## src/rtl/pipe_addsub_array_if.sv

```systemverilog
// Operand/result handshake bundle for pipe_addsub_array: producer drives master, the pipe sits on slave.
interface pipe_addsub_array_if #(
  parameter int W     = 8,
  parameter int LANES = 4,
  parameter int TAG_W = 4
);
  logic                 in_valid;
  logic                 in_ready;
  logic                 in_op;
  logic [TAG_W-1:0]     in_tag;
  logic [LANES*W-1:0]   in_a;
  logic [LANES*W-1:0]   in_b;
  logic                 out_valid;
  logic                 out_ready;
  logic [LANES*W-1:0]   out_y;
  logic [LANES-1:0]     out_carry;
  logic [TAG_W-1:0]     out_tag;
  logic                 busy;

  modport master (
    output in_valid, in_op, in_tag, in_a, in_b, out_ready,
    input  in_ready, out_valid, out_y, out_carry, out_tag, busy
  );

  modport slave (
    input  in_valid, in_op, in_tag, in_a, in_b, out_ready,
    output in_ready, out_valid, out_y, out_carry, out_tag, busy
  );
endinterface

```

## src/rtl/pipe_addsub_array.sv

```systemverilog
// LANES-wide add/sub pipe, STAGES cycles accept-to-valid; a stalled output freezes every stage and drops in_ready.
// Define PIPE_ADDSUB_SATURATE_EN to clamp results on overflow/borrow instead of wrapping.
module pipe_addsub_array #(
  parameter int W      = 8,
  parameter int LANES  = 4,
  parameter int STAGES = 2,
  parameter int TAG_W  = 4
) (
  input logic              clk,
  input logic              rst_n,
  pipe_addsub_array_if.slave bus
);

  logic                 advance;
  logic                 accept;
  logic [W:0]           lane_sum;
  logic [LANES*W-1:0]   s1_y;
  logic [LANES-1:0]     s1_c;

  logic [STAGES-1:0]    vld_q;
  logic [LANES*W-1:0]   y_q   [STAGES];
  logic [LANES-1:0]     c_q   [STAGES];
  logic [TAG_W-1:0]     tag_q [STAGES];

  assign advance = !bus.out_valid || bus.out_ready;
  assign accept  = bus.in_valid && advance;

  // W+1-bit arithmetic per lane: MSB is carry for add, borrow for sub.
  always_comb begin
    lane_sum = '0;
    s1_y     = '0;
    s1_c     = '0;
    for (int i = 0; i < LANES; i++) begin
      if (bus.in_op)
        lane_sum = {1'b0, bus.in_a[i*W +: W]} - {1'b0, bus.in_b[i*W +: W]};
      else
        lane_sum = {1'b0, bus.in_a[i*W +: W]} + {1'b0, bus.in_b[i*W +: W]};
      s1_c[i] = lane_sum[W];
`ifdef PIPE_ADDSUB_SATURATE_EN
      if (lane_sum[W])
        s1_y[i*W +: W] = bus.in_op ? {W{1'b0}} : {W{1'b1}};
      else
        s1_y[i*W +: W] = lane_sum[W-1:0];
`else
      s1_y[i*W +: W] = lane_sum[W-1:0];
`endif
    end
  end

  always_ff @(posedge clk or negedge rst_n) begin
    if (!rst_n) begin
      vld_q <= '0;
      for (int k = 0; k < STAGES; k++) begin
        y_q[k]   <= '0;
        c_q[k]   <= '0;
        tag_q[k] <= '0;
      end
    end else if (advance) begin
      vld_q[0] <= accept;
      if (accept) begin
        y_q[0]   <= s1_y;
        c_q[0]   <= s1_c;
        tag_q[0] <= bus.in_tag;
      end
      // Bubbles shift through like beats so latency stays fixed.
      for (int k = 1; k < STAGES; k++) begin
        vld_q[k] <= vld_q[k-1];
        y_q[k]   <= y_q[k-1];
        c_q[k]   <= c_q[k-1];
        tag_q[k] <= tag_q[k-1];
      end
    end
  end

  assign bus.in_ready  = advance;
  assign bus.out_valid = vld_q[STAGES-1];
  assign bus.out_y     = y_q[STAGES-1];
  assign bus.out_carry = c_q[STAGES-1];
  assign bus.out_tag   = tag_q[STAGES-1];
  assign bus.busy      = |vld_q;

endmodule

```

## src/flat_wrapper.sv

```systemverilog
// flat-port wrapper written by rule: the top's interface ports become plain ports
module pipe_addsub_array_flat 
#(
  parameter int W      = 8,
  parameter int LANES  = 4,
  parameter int STAGES = 2,
  parameter int TAG_W  = 4
)
  (clk, rst_n, bus_in_valid, bus_in_op, bus_in_tag, bus_in_a, bus_in_b, bus_out_ready, bus_in_ready, bus_out_valid, bus_out_y, bus_out_carry, bus_out_tag, bus_busy);
  pipe_addsub_array_if #(.W(W), .LANES(LANES), .TAG_W(TAG_W)) bus_i ();
  input logic clk;
  input logic rst_n;
  input wire logic [$bits(bus_i.in_valid)-1:0] bus_in_valid;
  input wire logic [$bits(bus_i.in_op)-1:0] bus_in_op;
  input wire logic [$bits(bus_i.in_tag)-1:0] bus_in_tag;
  input wire logic [$bits(bus_i.in_a)-1:0] bus_in_a;
  input wire logic [$bits(bus_i.in_b)-1:0] bus_in_b;
  input wire logic [$bits(bus_i.out_ready)-1:0] bus_out_ready;
  output wire logic [$bits(bus_i.in_ready)-1:0] bus_in_ready;
  output wire logic [$bits(bus_i.out_valid)-1:0] bus_out_valid;
  output wire logic [$bits(bus_i.out_y)-1:0] bus_out_y;
  output wire logic [$bits(bus_i.out_carry)-1:0] bus_out_carry;
  output wire logic [$bits(bus_i.out_tag)-1:0] bus_out_tag;
  output wire logic [$bits(bus_i.busy)-1:0] bus_busy;
  assign bus_i.in_valid = bus_in_valid;
  assign bus_i.in_op = bus_in_op;
  assign bus_i.in_tag = bus_in_tag;
  assign bus_i.in_a = bus_in_a;
  assign bus_i.in_b = bus_in_b;
  assign bus_i.out_ready = bus_out_ready;
  assign bus_in_ready = bus_i.in_ready;
  assign bus_out_valid = bus_i.out_valid;
  assign bus_out_y = bus_i.out_y;
  assign bus_out_carry = bus_i.out_carry;
  assign bus_out_tag = bus_i.out_tag;
  assign bus_busy = bus_i.busy;
  pipe_addsub_array #(.W(W), .LANES(LANES), .STAGES(STAGES), .TAG_W(TAG_W)) u_core (.clk(clk), .rst_n(rst_n), .bus(bus_i));
endmodule
```

## config.mk

```make
export PLATFORM = sky130hd
export DESIGN_NAME = pipe_addsub_array_flat
export DESIGN_NICKNAME = d
export VERILOG_FILES = /design/src/rtl/pipe_addsub_array_if.sv /design/src/rtl/pipe_addsub_array.sv /design/src/flat_wrapper.sv
export SDC_FILE = /design/constraint.sdc
export NUM_CORES = 1
export LEC_CHECK = 0
export CORE_ASPECT_RATIO = 0.9
export CORE_MARGIN = 3
export CORE_UTILIZATION = 52
export CTS_CLUSTER_SIZE = 24
export DETAILED_ROUTE_END_ITERATION = 7
export PLACE_DENSITY_LB_ADDON = 0.3
export SLEW_MARGIN = 15
export SYNTH_ARGS = -nofsm -noshare
export SYNTH_HDL_FRONTEND = slang
export SYNTH_SLANG_ARGS = --single-unit
```

## constraint.sdc

```tcl
create_clock -name clk -period 1.4 [get_ports clk]
set_input_delay 0.42 -clock clk [delete_from_list [all_inputs] [get_ports clk]]
set_output_delay 0.42 -clock clk [all_outputs]
set_load 0.01 [all_outputs]
```

# Yosys cells after proc, flatten, opt, wreduce, memory -nomap -nowiden
# Index checks and enable logic that the tools add are counted.
[totals]
memories = 0
romBits = 0
output_inout_bits = 43
input_bits = 73
ramBits = 0
reg_bits = 82
word_cells = 24
latchBits = 0
[classes]
n_reduce_logical = 5
magnitude_cmp = 0
n_addsub = 8
n_mux = 4
n_div = 0
bitwise_logic = 0
n_eq_ne = 0
multipliers = 0
shifts = 0
[op_table]
columns = ["operator", "count"]
rows = [
  ["$add 8x8->9", 4],
  ["$mux 9", 4],
  ["$sub 8x8->9", 4],
  ["$reduce_and 2->1", 1],
  ["$reduce_or 2->1", 1],
  ["$logic_and 1x1->1", 1],
  ["$logic_not 1->1", 1],
  ["$logic_or 1x1->1", 1],
]

# Depth between registers and ports, before layout
# Gate-level depths: netlist of the first run.
[logic_depth]
depth_word = 4
depth_mapped = 12
mapped_depth_nobuf = 12

# Worst setup path after synthesis of the first run
# Ideal clock, no wire load.
[synth_path]
path_type = "input to register"
start = "input bus_in_b[8]"
end = "register u_core.c_q[5] (netlist name)"
path_slack_ns = -0.828
required_time_ns = 1.277
path_buffers = 0
arrival_time_ns = 2.105
path_stages = 9
setup_time_ns = 0.123
cell_sequence = "inv_1 > ha_1 > mux2_2 > fa_1 > nor2b_1 > o31ai_2 > a32oi_1 > xor2_1 > o21ai_1"
[synth_via]
elab_chain_cells = 2
elab_cells_between_ends = 3
cone_classes = "add/sub (2); mux (1)"
[synth_lines]
columns = ["item", "line_no", "text"]
rows = [
  ["start: declaration", "flat_wrapper.sv:17", "input wire logic [$bits(bus_i.in_b)-1:0] bus_in_b;"],
  ["$add 8x8->9 / $sub 8x8->9 (equally long branches)", "pipe_addsub_array.sv:37, pipe_addsub_array.sv:35", ""],
  ["$mux 9 (*)", "pipe_addsub_array.sv:34", "if (bus.in_op)"],
  ["end signal: indexed assignment", "pipe_addsub_array.sv:69", "c_q[k] <= c_q[k-1];"],
  ["end: declaration", "pipe_addsub_array.sv:22", "logic [LANES-1:0] c_q [STAGES];"],
]
# Every way passes the cells marked *; elsewhere a longest branch is shown, timed or not.
# A chain may end at the register's enable or synchronous reset.

# Final worst setup path of the first run
[layout_path]
start = "input bus_in_b[24]"
end = "register u_core.y_q[62] (netlist name)"
[layout_via]
elab_chain_cells = 2
elab_cells_between_ends = 3
cone_classes = "add/sub (2); mux (1)"
[layout_lines]
columns = ["item", "line_no", "text"]
rows = [
  ["$add 8x8->9 / $sub 8x8->9 (equally long branches)", "pipe_addsub_array.sv:37, pipe_addsub_array.sv:35", ""],
  ["$mux 9 (*)", "pipe_addsub_array.sv:34", ""],
  ["end signal: indexed assignment", "pipe_addsub_array.sv:68", "y_q[k] <= y_q[k-1];"],
  ["end: declaration", "pipe_addsub_array.sv:21", "logic [LANES*W-1:0] y_q [STAGES];"],
]
# Marked as above.

==> reports/qor.yml, run 1 <==
run_status:
  status: "finished with violations"
  violations: "setup timing"
worst_setup_path:
  worstSetupStartpointType: "input pin"
  crit_fanout: 3
  critPathBufInv: 2
  path_cells: "buf_12, buf_8, nor3_4, nor2_2, xnor2_1, ha_1, o211ai_1, a21oi_4, a211oi_2, xor2_1, o21ai_1"
  required_ns: 1.61
  timing.reg2reg.worst_path_depth: 7
  critical-path-max-stage-delay_ns: 0.45
  critPathArrivalTime_ns: 2.72
  worstSetupEndpointType: "flop"
  critPathTopFamily: "compound AO/OA/AOI/OAI gates"
  slowest_stage: "a211oi_2"
  criticalPathCategory: "in -> reg"
  critical_path_depth: 11
cts:
  clockBufferDepth: 2
  cts_tree: "yes"
  cts_sinks: 82
  clkLatencyLatePin_ns: 0.34
  h-tree-depth: 3
  ctsRootBufferMaster: "clkbuf_16"
  clk_pin_slew_ns: 0.06
  cts_made_buffers: 9
logic_synthesis:
  syn-cell-area_um2: 5380
  synth_cell_types: 50
  synth_ff_type: "dfrtp_1"
  yosys_warnings: 0
  ys_top_cells_by_area: "dfrtp_1 (38%), nand2_1 (11%), ha_1 (8.4%)"
  synth-seq-cells: 82
  ys_seq_area_frac: 0.382
  synth_common_cells: "nand2_1 (160), dfrtp_1 (82), buf_4 (42)"
  synth-edff-count: 0
  yosysMostFrequentCell: "nand2_1"
  syn_nets: 725
  async_flop_share: 1.00
  netlist_instances: 612
  synth_area_leader_cell: "dfrtp_1"
  syn-mean-instance-area_um2: 8.78
  yosys.area.top_type_share: 0.382
sta:
  fmax_mhz: 398
  finalCritPeriodShare: 1.80
  hold_viol: 0
  fin_skew_ns: 0.0110
  rsz0062_at_grt: "true"
  worst_slew_pin_slew_ns: 0.460
  relSlewSlack: 0.693
  finalCriticalPeriod_ns: 2.51
  fin_ws_ns: -1.11
  finalSetupViolations: 38
  hold_slack_ns: 0.464
  final_max_slew_viol_count: 0
placement:
  dp_slack_ns: -1.50
  portBuffers: 115
  dp_hpwl_mm: 10.9
  gp_congestion: 0.865
global_routing:
  grt_util_all_layers: 0.291
  grt_pass1_vias: 5481
  grt_pass1_wl_mm: 26.8
  grt_max_degree: 42
  antenna_found_initial: 1
  grt_overflow_total: 0
drt:
  wl_per_cell_um: 25.7
  drtIter0Drc: 745
  viasPerCell: 6.28
  route.detailed.drc: 0
  firstDrtPassIters: 5
  ant_nets: 0
  wl_mm: 25.0
  vias: 6107
floorplan:
  io_pins: 116
  start_util: 0.545
  dieArea_um2: 11600
  coreArea_um2: 9870
  die_w_um: 113
  rows: 34
  die_h_um: 102
cells_and_area:
  synthToLayoutAreaGrowth_pct: 68.9
  nets: 953
  layout-drive-gt1-share: 0.452
power_and_ir_drop:
  power_leakage_nw: 4.28
  vdd_drop_max_v: 0.00152
  p_per_area_nw_per_um2: 1190
worst_hold_path:
  hp-class: "reg -> reg"
  hold_depth: 2
flow_run:
  cap_violations: 0
## worst paths after layout
kind / from / to / slack (ns)
min in group asynchronous: rst_n / u_core.y_q[59]$_DFFE_PN0P_ / 0.54
worst min-delay path: u_core.bus.out_y[15]$_DFFE_PN0N_ / u_core.bus.out_y[15]$_DFFE_PN0N_ / 0.46
worst min register to register: u_core.bus.out_y[15]$_DFFE_PN0N_ / u_core.bus.out_y[15]$_DFFE_PN0N_ / 0.46
worst max-delay path: bus_in_b[24] / u_core.y_q[62]$_DFFE_PN0P_ / -1.11
worst max register to register: u_core.vld_q[1]$_DFFE_PN0N_ / u_core.y_q[61]$_DFFE_PN0P_ / -0.28
max in group asynchronous: rst_n / u_core.c_q[6]$_DFFE_PN0P_ / 0.34
## final cells by class
type	count	area (um^2)
well taps	126	158
inverters	34	210
clock buffers	11	253
multi-input cells	437	3720
flip-flops and latches	82	2050
fillers	292	792
repair buffers	276	2650
clock inverters	5	37.5
diodes	1	2.50
## sequential cells by signal (all words and copies together) (netlist names)
name	cells
u_core.bus.out_y	32
u_core.y_q	32
u_core.bus.out_carry	4
u_core.bus.out_tag	4
u_core.c_q	4
u_core.tag_q	4
u_core.vld_q	2
## timing repair
action	CTS	global route
resized for setup	270	178
hold buffers	1	0
hold endpoints to repair	3	0
gates cloned	2	3
buffers inserted	34	31
endpoints found under the setup margin	120	68
pin swaps	89	106
## layout by cell type (no fill, tap or decap), types with 6 or more instances in the layout
master / n
xnor2_1: 19
xor2_1: 9
o21ai_1: 23
buf_2: 7
nand2b_4: 8
nand2_1: 157
nor3_4: 6
buf_12: 15
clkbuf_2: 17
a21oi_2: 16
buf_6: 42
o21ai_2: 15
mux2_4: 8
a21oi_1: 6
clkdlybuf4s50_1: 40
clkbuf_16: 11
ha_2: 6
dlygate4sd2_1: 9
xnor2_2: 8
nor2_1: 22
ha_1: 18
inv_1: 18
dfrtp_1: 82
nor2_4: 7
ha_4: 12
buf_4: 113
o21a_1: 11
clkdlybuf4s15_1: 20
## logic make-up (layout without fill, tap and decap cells)
logic type | Yosys count | in the layout | share of synthesized area
flops | 82 | 82 | 0.382
compound gates | 117 | 117 | 0.146
other cells | 0 | 1 | 0
fa+ha+maj | 40 | 40 | 0.0987
mux | 8 | 8 | 0.0196
xor+xnor | 41 | 41 | 0.0668
buf+inv | 94 | 326 | 0.102
simple gates | 230 | 231 | 0.185
## report_power, final
| part | leakage, nW | switching, W | total [W] | internal (W) |
|---|---|---|---|---|
| registers | 1.01 | 0.000508 | 0.00353 | 0.00302 |
| logic | 3.13 | 0.00265 | 0.00501 | 0.00237 |
| clock network | 0.138 | 0.000979 | 0.00228 | 0.00130 |
| total | 4.28 | 0.00414 | 0.0108 | 0.00669 |
## worst min-delay path: stages, from the launching register on
cell and delay (ns):
dfrtp_1 0.34, nand2_1 0.05, nand2_1 0.04
## through the flow
step | area [um^2] | total power [W] | std cells | utilization | setup TNS [ns]
after floorplan | 5620 | 0.00564 | 612 | - | -13.87
after global placement | 7330 | 0.00695 | 895 | 0.743 | -57.39
after detailed placement | 7330 | 0.00712 | 895 | 0.743 | -59.96
after CTS | 8280 | 0.00962 | 946 | 0.839 | -15.02
after global routing | 9080 | 0.0111 | 972 | 0.920 | -20.61
final | 9080 | 0.0108 | 972 | 0.920 | -18.95
## routing by layer
metal,share of wire,wire [um],vias up,global-route usage
li1,-,-,2465,-
met1,0.35,8700,2889,0.371
met2,0.47,11800,552,0.503
met3,0.11,2750,201,0.0432
met4,0.072,1800,0,0.116
met5,0,0,-,0
Note: power is estimated with default switching activity, not from simulation.
==> run 2: changes to the inputs <==
- CORE_UTILIZATION: 52 -> 55
- DONT_BUFFER_PORTS: not set -> 1
==> run 2 against run 1 <==
  * Core utilization decreased by 20 points
  * Critical path depth decreased by 2
  * Worst setup slack improved by 0.58 ns
  * Total power decreased by 27%
  * The run ends with hold timing, setup timing left
  * Final area decreased by 26%
  * Sequential cell count unchanged
  * Maximum frequency increased by 30%
  * Clock-buffer cell count unchanged
  * Critical path type unchanged
  * Largest cell class unchanged
==> reports/qor.yml, run 2 (same netlist as run 1, synthesis figures left out) <==
run_status:
  status: "finished with violations"  # unchanged
  violations: "hold timing, setup timing"  # was setup timing
cells_and_area:
  fin_cells: 778  # was 972
  seqCellArea_um2: 2050  # unchanged
  antennaDiodeCount: 0  # was 1
  multi_input_area_um2: 3350  # was 3720 um^2
  final_common_cell: "nand2_1"  # unchanged
  fin_area_um2: 6750  # was 9080 um^2
  layout-drive-gt1-share: 0.325  # was 0.452
  fillers: 665  # was 292
  nets: 764  # was 953
  synthToLayoutAreaGrowth_pct: 25.6  # was 68.9%
  final_cell_mix: "nand2_1 (159), dfrtp_1 (82), buf_4 (67)"  # was nand2_1 (157), buf_4 (113), dfrtp_1 (82)
global_routing:
  grt_max_degree: 83  # was 42
  grt_pass1_vias: 4494  # was 5,481
  grt_overflow_total: 0  # unchanged
  grt_pass1_wl_mm: 20.8  # was 26.8 mm
  grt_util_all_layers: 0.236  # was 0.291
  antenna_found_initial: 0  # was 1
floorplan:
  coreArea_um2: 9330  # was 9870 um^2
  rows: 33  # was 34
  die_w_um: 110  # was 113 um
  start_util: 0.576  # was 0.545
  die_h_um: 99.8  # was 102 um
  dieArea_um2: 11000  # was 11,600 um^2
  io_pins: 116  # unchanged
worst_setup_path:
  worstSetupEndpointType: "flop"  # unchanged
  critical-path-max-stage-delay_ns: 0.30  # was 0.45 ns
  critPathBufInv: 1  # was 2
  critPathArrivalTime_ns: 2.16  # was 2.72 ns
  required_ns: 1.62  # was 1.61 ns
  worstSetupStartpointType: "input pin"  # unchanged
  crit_fanout: 3  # unchanged
  critPathTopFamily: "compound AO/OA/AOI/OAI gates"  # unchanged
  criticalPathCategory: "in -> reg"  # unchanged
  path_cells: "nor3_4, buf_4, a31oi_4, xnor2_1, ha_1, a211o_1, o32ai_2, xor2_1, o21ai_1"  # was buf_12, buf_8, nor3_4, nor2_2, xnor2_1, ha_1, o211ai_1, a21oi_4, a211oi_2, xor2_1, o21ai_1
  slowest_stage: "ha_1"  # was a211oi_2
placement:
  portBuffers: 0  # was 115
  gp_congestion: 0.860  # was 0.865
  place_area_um2: 5870  # was 7330 um^2
  place_inst: 738  # was 895
  dp_hpwl_mm: 8.86  # was 10.9 mm
sta:
  fin_ws_ns: -0.536  # was -1.11 ns
  finalCriticalPeriod_ns: 1.94  # was 2.51 ns
  relSlewSlack: 0.697  # was 0.693
  hold_viol: 82  # was 0
  fmax_mhz: 517  # was 398 MHz
  fin_skew_ns: 0.0144  # was 0.0110 ns
  hold_slack_ns: -0.238  # was 0.464 ns
  worst_slew_pin_slew_ns: 0.455  # was 0.460 ns
  finalSetupViolations: 30  # was 38
  finalCritPeriodShare: 1.38  # was 1.80
  final_max_slew_viol_count: 0  # unchanged
  rsz0062_at_grt: "true"  # unchanged
drt:
  viasPerCell: 5.50  # was 6.28
  vias: 4282  # was 6,107
  wl_per_cell_um: 16.9  # was 25.7 um
  wl_mm: 13.1  # was 25.0 mm
  ant_nets: 0  # unchanged
  firstDrtPassIters: 4  # was 5
  drtIter0Drc: 236  # was 745
  route.detailed.drc: 0  # unchanged
cts:
  cts_sinks: 82  # unchanged
  clk_pin_slew_ns: 0.09  # was 0.06 ns
  cts_tree: "yes"  # unchanged
  clkLatencyLatePin_ns: 0.34  # about the same
  h-tree-depth: 3  # unchanged
  clockBufferDepth: 2  # unchanged
  cts_made_buffers: 9  # unchanged
  ctsRootBufferMaster: "clkbuf_8"  # was clkbuf_16
flow_run:
  cap_violations: 0  # unchanged
power_and_ir_drop:
  vdd_drop_max_v: 0.000667  # was 0.00152 V
  power_leakage_nw: 3.19  # was 4.28 nW
  fin_total_pwr_w: 0.00792  # was 0.0108 W
  p_per_area_nw_per_um2: 1170  # was 1190 nW/um^2
worst_hold_path:
  hp-class: "in -> async"  # was reg -> reg
## run 2: worst paths after layout
path	startpoint	end	slack, ns	depth (start not counted)
max	bus_in_b[28]	u_core.y_q[63]$_DFFE_PN0P_	-0.54	9
min	rst_n	u_core.y_q[62]$_DFFE_PN0P_	-0.24	0
max reg2reg	u_core.vld_q[1]$_DFFE_PN0N_	u_core.y_q[51]$_DFFE_PN0P_	-0.02	6
min reg2reg	u_core.y_q[49]$_DFFE_PN0P_	u_core.bus.out_y[17]$_DFFE_PN0N_	0.47	2
max in group asynchronous	rst_n	u_core.y_q[41]$_DFFE_PN0P_	1.50	0
min in group clk	bus_in_tag[3]	u_core.tag_q[7]$_DFFE_PN0P_	0.24	1
## run 2: worst reg2reg max path: stages (launching register included)
cell and delay (ns):
dfrtp_1 0.41, nor2b_4 0.15, inv_4 0.07, buf_6 0.14, nand2_8 0.11, clkbuf_16 0.19
o31ai_1 0.25
## run 2: area by class of cell
type | count | share of cell area
multi-input cells | 437 | 0.497
flip-flops and latches | 82 | 0.304
repair buffers | 87 | 0.120
inverters | 34 | 0.0311
well taps | 122 | 0.0226
clock buffers | 11 | 0.0209
clock inverters | 5 | 0.00445
## run 2: where the power goes
group / switching (W) / total [W] / internal, W
sequential: 0.000600 / 0.00362 / 0.00302
clock: 0.000828 / 0.00151 / 0.000685
combinational: 0.00134 / 0.00279 / 0.00145
total: 0.00277 / 0.00792 / 0.00515
## run 2: repair_timing
| item | 4_1_cts | 5_1_grt |
|---|---|---|
| setup endpoints to repair | 29 | 39 |
| cloned | 2 | 2 |
| setup buffers | 17 | 11 |
| endpoints found under the hold margin | 82 | 82 |
| resized for setup | 52 | 36 |
| pin swaps | 35 | 43 |
## run 2: layer usage
metal,global-route usage,share of wire,vias to the layer above
li1,-,-,2085
met1,0.279,0.40,2070
met2,0.424,0.51,114
met3,0.0611,0.077,13
met4,0.0616,0.010,0
met5,0,0,-
## run 2: through the flow
stage	hold WS (ns)	util	setup WS [ns]	setup TNS, ns
floorplan	0.124	-	-0.640	-13.87
global placement	0.126	0.629	-0.771	-16.45
detailed placement	0.126	0.629	-0.904	-17.71
CTS	-0.253	0.696	-0.457	-7.45
global route	-0.259	0.723	-0.615	-9.58
finish	-0.238	0.723	-0.536	-8.03
